### src/rtl/tpu_pkg.sv
// Shared types and sizing helpers for the systolic datapath feeders.
package tpu_pkg;

  typedef enum logic [1:0] {
    IDLE   = 2'd0,
    FILL   = 2'd1,
    LOADED = 2'd2,
    STREAM = 2'd3
  } ldr_state_t;

  // A skewed tile drains in 2*DIM-1 cycles: the last lane starts DIM-1 cycles late.
  function automatic int stream_len(input int dim);
    return 2 * dim - 1;
  endfunction

  function automatic int step_cnt_w(input int dim);
    return $clog2(2 * dim);
  endfunction

endpackage

### src/rtl/memb_skew_loader.sv
// Collects a DIM x DIM B tile one row per handshake, then streams it diagonally
// skewed (lane i delayed i cycles, zero outside its window) into the B FIFO bank.
module memb_skew_loader
  import tpu_pkg::*;
#(
  parameter int BITS_AB = 8,
  parameter int DIM     = 8
) (
  input  logic                      clk,
  input  logic                      rst,
  input  logic                      in_valid,
  output logic                      in_ready,
  input  logic signed [BITS_AB-1:0] in_row [DIM-1:0],
  input  logic                      start,
  output logic                      busy,
  output logic                      loaded,
  output logic                      done,
  output logic                      en_out,
  output logic signed [BITS_AB-1:0] Bout [DIM-1:0]
);

  localparam int LEN = stream_len(DIM);
  localparam int CW  = step_cnt_w(DIM);
  localparam int RW  = (DIM > 1) ? $clog2(DIM) : 1;
  localparam int RCW = $clog2(DIM + 1);

  ldr_state_t state, state_nxt;
  logic [RCW-1:0] row_cnt, row_cnt_nxt;
  logic [CW-1:0]  step, step_nxt;
  logic           done_nxt;
  logic           en_nxt;
  logic           accept;

  logic signed [BITS_AB-1:0] tile     [DIM-1:0][DIM-1:0];
  logic signed [BITS_AB-1:0] lane_nxt [DIM-1:0];

  assign in_ready = ((state == IDLE) || (state == FILL)) && (row_cnt < RCW'(DIM));
  assign loaded   = (state == LOADED);
  assign accept   = in_valid && in_ready;

  always_comb begin
    state_nxt   = state;
    row_cnt_nxt = row_cnt;
    step_nxt    = step;
    done_nxt    = 1'b0;
    case (state)
      IDLE, FILL: begin
        if (accept) begin
          row_cnt_nxt = row_cnt + 1'b1;
          state_nxt   = (row_cnt == RCW'(DIM - 1)) ? LOADED : FILL;
        end
      end
      LOADED: begin
        if (start) begin
          state_nxt = STREAM;
          step_nxt  = '0;
        end
      end
      STREAM: begin
        if (step == CW'(LEN - 1)) begin
          state_nxt   = IDLE;
          row_cnt_nxt = '0;
          step_nxt    = '0;
          done_nxt    = 1'b1;
        end else begin
          step_nxt = step + 1'b1;
        end
      end
      default: state_nxt = IDLE;
    endcase
    en_nxt = (state_nxt == STREAM);
  end

  // Lane data is looked up for the upcoming step so Bout leaves a register.
  for (genvar i = 0; i < DIM; i++) begin : g_lane
    logic [CW-1:0] rel;
    logic [RW-1:0] row_idx;
    always_comb begin
      rel         = step_nxt - CW'(i);
      row_idx     = rel[RW-1:0];
      lane_nxt[i] = '0;
      if (en_nxt && (step_nxt >= CW'(i)) && (rel < CW'(DIM))) begin
        lane_nxt[i] = tile[row_idx][i];
      end
    end
  end

  always_ff @(posedge clk) begin
    if (rst) begin
      state   <= IDLE;
      row_cnt <= '0;
      step    <= '0;
      en_out  <= 1'b0;
      busy    <= 1'b0;
      done    <= 1'b0;
      for (int i = 0; i < DIM; i++) Bout[i] <= '0;
    end else begin
      state   <= state_nxt;
      row_cnt <= row_cnt_nxt;
      step    <= step_nxt;
      en_out  <= en_nxt;
      busy    <= en_nxt;
      done    <= done_nxt;
      for (int i = 0; i < DIM; i++) Bout[i] <= lane_nxt[i];
    end
  end

  // Storage is deliberately left uncleared by reset; row_cnt alone tracks validity.
  always_ff @(posedge clk) begin
    if (!rst && accept) begin
      tile[RW'(row_cnt)] <= in_row;
    end
  end

endmodule

### config.mk
export PLATFORM = sky130hd
export DESIGN_NAME = memb_skew_loader
export DESIGN_NICKNAME = d
export VERILOG_FILES = /design/src/rtl/tpu_pkg.sv /design/src/rtl/memb_skew_loader.sv
export SDC_FILE = /design/constraint.sdc
export NUM_CORES = 1
export LEC_CHECK = 0
export CORE_ASPECT_RATIO = 0.6
export CORE_MARGIN = 2
export CORE_UTILIZATION = 40
export DETAILED_ROUTE_END_ITERATION = 12
export HOLD_SLACK_MARGIN = 0.02
export SETUP_SLACK_MARGIN = 0.5
export SLEW_MARGIN = 30
export SYNTH_ARGS = -nofsm -noshare
export SYNTH_HDL_FRONTEND = slang
export SYNTH_SLANG_ARGS = --single-unit
### constraint.sdc
create_clock -name clk -period 7.65 [get_ports clk]
set_input_delay 1.53 -clock clk [delete_from_list [all_inputs] [get_ports clk]]
set_output_delay 1.53 -clock clk [all_outputs]
set_load 0.02 [all_outputs]
## Word level (Yosys, flattened, before mapping)

Memory sizes are Yosys's and may differ from the RTL's. A register that Yosys moved wholly into a read port is not among the register bits.
Index checks and enable logic that the tools add are counted.

- Bits in latches: 0
- ROM bits: 0
- Memories kept: 1
- Logic and storage cells: 97
- Register bits after elaboration: 12
- Output and inout bits: 69
- Memory bits (writable): 512

- $mul: 0
- Reductions and logical operators: 34
- Shifts and indexed selects: 0
- Div/mod/pow operators: 0
- Bitwise logic cells: 9
- $lt $le $gt $ge: 17
- Mux-type cells: 14
- Add/subtract/negate cells: 9
- Equality and inequality tests: 8

Memory list:

| memory | words | bits a word | read ports | clocked after Yosys merged registers in | write ports | line | source |
|---|---|---|---|---|---|---|---|
| tile | 8 | 64 | 8 | 8 | 1 | memb_skew_loader.sv:34 | `logic signed [BITS_AB-1:0] tile [DIM-1:0][DIM-1:0];` |

Operator list:

| kind | number |
|---|---|
| 4-bit less-than comparator, second input constant | 9 |
| 2-bit OR reduction | 10 |
| 1-bit logical AND | 19 |
| 4-bit by 3-bit >= comparator with 1-bit output, second input constant | 4 |
| 4-bit two-way mux | 4 |
| 4-bit case mux with 2 select lines | 2 |
| 4-bit by 3-bit subtractor with 4-bit output, second input constant | 4 |
| 1-bit inverter | 9 |
| 4-bit by 1-bit adder with 4-bit output, second input constant | 2 |
| 4-bit by 1-bit >= comparator with 1-bit output, second input constant | 2 |
| 4-bit by 2-bit >= comparator with 1-bit output, second input constant | 2 |
| 2-bit two-way mux | 4 |
| 4-bit by 2-bit subtractor with 4-bit output, second input constant | 2 |
| 2-bit equality test, second input constant | 3 |
| 2-bit case mux with 3 select lines | 1 |
| 4-bit by 3-bit equality test with 1-bit output, second input constant | 1 |
| 4-bit equality test, second input constant | 1 |
| 2-bit != test, second input constant | 2 |
| 4-bit by 1-bit subtractor with 4-bit output, second input constant | 1 |
| 1-bit two-way mux | 3 |
| 3-bit AND reduction | 1 |
| 2-bit by 1-bit equality test with 1-bit output, second input constant | 1 |
| 2-bit zero test | 1 |
| 2-bit nonzero test | 1 |
| other kinds (2) | 2 |

## Depth between registers and ports, before layout

- Depth in word-level cells: 11
- Depth in mapped cells: 13
- Mapped depth without buffers: 11

## Worst setup path before layout

Ideal clock, no wire load.

- Path type: in2reg
- From: in rst
- To: mem tile[0][0] (netlist name) (enable)
- Data arrival time: 6.476 ns
- Stages on the path: 3
- Buffers on the path: 1
- Slack: 0.609 ns
- Cells stage by stage: clkbuf_1 > or3_1 > nor3_1

- Cells in the longest elaborated chain, start to end: 4

RTL lines:

| item | line | source |
|---|---|---|
| start: declaration | memb_skew_loader.sv:10 | `input logic rst,` |
| 1-bit zero test | memb_skew_loader.sv:110 | `if (!rst && accept) begin` |
| 1-bit logical AND | memb_skew_loader.sv:110 |  |
| 1-bit two-way mux | memb_skew_loader.sv:110 |  |
| 1-bit two-way mux (implied by the code) | memb_skew_loader.sv:111 | `tile[RW'(row_cnt)] <= in_row;` |
| end: declaration | memb_skew_loader.sv:34 |  |

Every way passes these cells.

## Worst setup path after layout

- From: in start
- To: reg Bout[33] (netlist name) (read register of tile)

- Cells in the longest elaborated chain, start to end: 7

RTL lines:

| item | line | source |
|---|---|---|
| start: declaration | memb_skew_loader.sv:14 | `input logic start,` |
| 4-bit two-way mux or 2-bit two-way mux (tied branches) | memb_skew_loader.sv:54 | `if (start) begin` |
| 4-bit case mux with 2 select lines or 2-bit case mux with 3 select lines (tied branches) | memb_skew_loader.sv:46 | `case (state)` |
| 4-bit by 3-bit subtractor with 4-bit output (tied with other cells) | memb_skew_loader.sv:79 | `rel = step_nxt - CW'(i);` |
| 4-bit less-than comparator or 1-bit logical AND (tied branches) | memb_skew_loader.sv:82 | `if (en_nxt && (step_nxt >= CW'(i)) && (rel < CW'(DIM))) begin` |
| 1-bit logical AND | memb_skew_loader.sv:82 |  |
| 1-bit inverter (no line) | n/a |  |
| 2-bit OR reduction (no line) | n/a |  |
| end: declaration | memb_skew_loader.sv:19 | `output logic signed [BITS_AB-1:0] Bout [DIM-1:0]` |

Several ways; a longest one is shown, not always the timed one.
A chain may end at the register's enable or synchronous reset.

==> metrics <==
run status completed; Synth Instances 1057; CP bufs+invs 2; R2R cell count 10; first-pass GRT wire length around 72 mm; Die Width 306 µm; fin crit share 68.4%; worst hold path class reg2reg; Post-Layout Inst Area 26200 µm²; worst setup path category in2reg; post-synthesis sequential area ratio around 77%; Slew HR between 30% and 40%; port buffer count 136; register share of total power 54.8%; slowest cell delay on critical path 660 ps; mapped cell area 21900 µm²; most frequent cells in the layout edfxtp_1 (512), clkdlybuf4s50_1 (136), mux4_2 (120); compound-cell area share of the yosys netlist between 3 and 4%; syn_area_per_cell ~21 µm²; cell area after placement 24300 µm²; worst r2r src step[0]; Total GRT Usage roughly 17%; CP arrival 5700 ps; vias 10800; largest family of logic cells by synthesized area multiplexers; DR pass1 iterations 5; endpoints failing setup 0; Worst path depth 10; XOR/XNOR share of the synthesized area 0.200%; slowest stage cell, crit path nor4_4; pin count of the biggest net entering global routing 89; vias per inst 5.44; Main synth FF type edfxtp_1; initial antenna violation count 4; crit-path max FO 13; Pwr Density 246 nW/µm²; Post-synth EDFFs 512; postcts setup bufs 0; Simple-Gate Fraction of Synth Area about 3.1%; worst reg2reg path endpoint Bout[52]; # resized after CTS 0; Fin Clk Skew 21.9 ps; # hold bufs at CTS 0; VDD IR max 189 µV; hold path start tile[7][39]; end of the worst hold path Bout[39]; setup_tns 0 ps; Die H 185 µm; switching power share of the total 19.1%; Synth Area in Adders 0.798%; TritonCTS Sinks 588; clk root buf clkbuf_16; CTS tree built; sw power 1.24 mW; Core Rows 66; grt total ovfl 0; leakage around 8.3 nW; Slew Viols, Final 0; Core Area between 50000 and 60000 µm²; hold depth 2; Fin. Hold Viols 0; number of remaining DRC errors 0; P_int 5.22 mW; Yosys cell types 52; Ys Warns 0; Worst-Skew Late Latency 590 ps; Area growth syn-to-layout 19.6%; Peak Freq 0.191 GHz; CP Capture Type register; vias in the first global route 11000; drt total wl 48.7 mm; combinational share of power 2.0%; Finished Layout Cells 1993; NumNets Final 1313; die area 56800 µm²; register bit count reported by yosys around 600; post-synthesis mux area share around 14%; Iter 0 DRT Violations around 950; Clk pwr share 43.3%; RSZ-0062 raised after global routing false; Max Cap Violations 0; CTS clk-pin slew, worst paths 60 ps; fin crit period 5230 ps; H-tree depth 2; Final ANT Viol Nets 0; reg-to-reg setup timing slack 3240 ps; critical path launch point type input port; net count after synthesis ~1100; share of post-route cells with drive strength above 1 20.4%; routability congestion estimate 0.823; clock buffer depth 3; CTS Buf Count 55; CP delay by family, top simple AND/OR/NAND/NOR gates; post-place setup slack 1850 ps; starting density of the core 40.5%; pin slew with the least headroom to its limit 951 ps; Worst Path Required around 8100 ps; cells along the critical path clkdlybuf4s50_1 -> o21ai_0 -> a32oi_1 -> nand2_1 -> inv_1 -> ha_1 -> a21boi_0 -> nor4_4 -> nand3_4 -> o221ai_1; boundary pin count 137; DP Wirelength around 27 mm; Synth async-reset ratio 0%; final worst slack 2420 ps; Routed WL per cell roughly 24 µm; commonest non-fill, non-tap cell in the layout edfxtp_1; Placed Cells 1887
metrics by stage:
stage               hold slack (ps)  total power, mW  util, %
floorplan                       508             3.64        -
global placement                546             3.72     44.7
detailed placement              558             3.73     44.9
CTS                             571             6.52     48.3
global route                    598             6.67     48.4
finish                          556             6.46     48.5
power groups by stage:
stage,registers (mW),clock network [mW],logic [mW]
2_1_floorplan,3.61,0,0.0360
3_3_place_gp,3.60,0,0.121
3_5_place_dp,3.60,0,0.126
4_1_cts,3.53,2.86,0.126
5_1_grt,3.54,3.00,0.137
6_report,3.53,2.79,0.126
flip-flops by register name (all words and copies together) (netlist names):
| signal | cells |
|---|---|
| Bout | 64 |
| done | 1 |
| en_out | 1 |
| row_cnt | 4 |
| state | 2 |
| step | 4 |
| tile | 512 |
worst max path at each step:
| stage | endpoint | from | slack (ps) |
|---|---|---|---|
| 2_1_floorplan | tile[0][0] | rst | 610 |
| 3_5_place_dp | Bout[33] | start | 1850 |
| 4_1_cts | Bout[33] | start | 2460 |
| 3_3_place_gp | Bout[34] | start | 1940 |
| 5_1_grt | Bout[33] | start | 2140 |
| 6_report | Bout[33] | start | 2420 |
cells in the mapped netlist, types with 9 or more instances:
master	count	area [µm²]
a211oi_1	34	255
buf_2	12	60.1
buf_4	9	67.6
clkbuf_1	19	71.3
dfxtp_1	76	1520
edfxtp_1	512	15400
ha_1	14	175
inv_1	11	41.3
mux2i_1	34	340
mux4_2	120	2700
nand2_1	12	45.0
nand3_1	44	220
nor2_1	18	67.6
nor3_1	21	105
o21ai_0	36	180
layout make-up:
class	instances	area, µm²
tap	714	893
timing repair buffer	164	1670
clock inverter	23	302
antenna	1	2.50
multi-input combinational	408	4870
inverter	14	65.1
sequential	588	16900
clock buffer	81	1560
fill	4420	27900
routing by layer:
layer / global-route usage [%] / vias up / wire length, µm
li1: - / 4741 / -
met1: 26.2 / 5709 / 23300
met2: 25.6 / 320 / 21600
met3: 3.49 / 66 / 2950
met4: 3.45 / 6 / 785
met5: 0 / - / 45
worst min-delay path, stage by stage (launching register included):
cell	delay, ps
edfxtp_1	320
mux2i_1	60
o221ai_1	150
logic make-up after synthesis:
| family | count (synthesis) |
|---|---|
| flops | 588 |
| mux | 154 |
| simple gates | 122 |
| compound gates | 113 |
| buf+inv | 61 |
| fa+ha+maj | 14 |
| xor+xnor | 5 |
(Power assumes the default switching activity.)
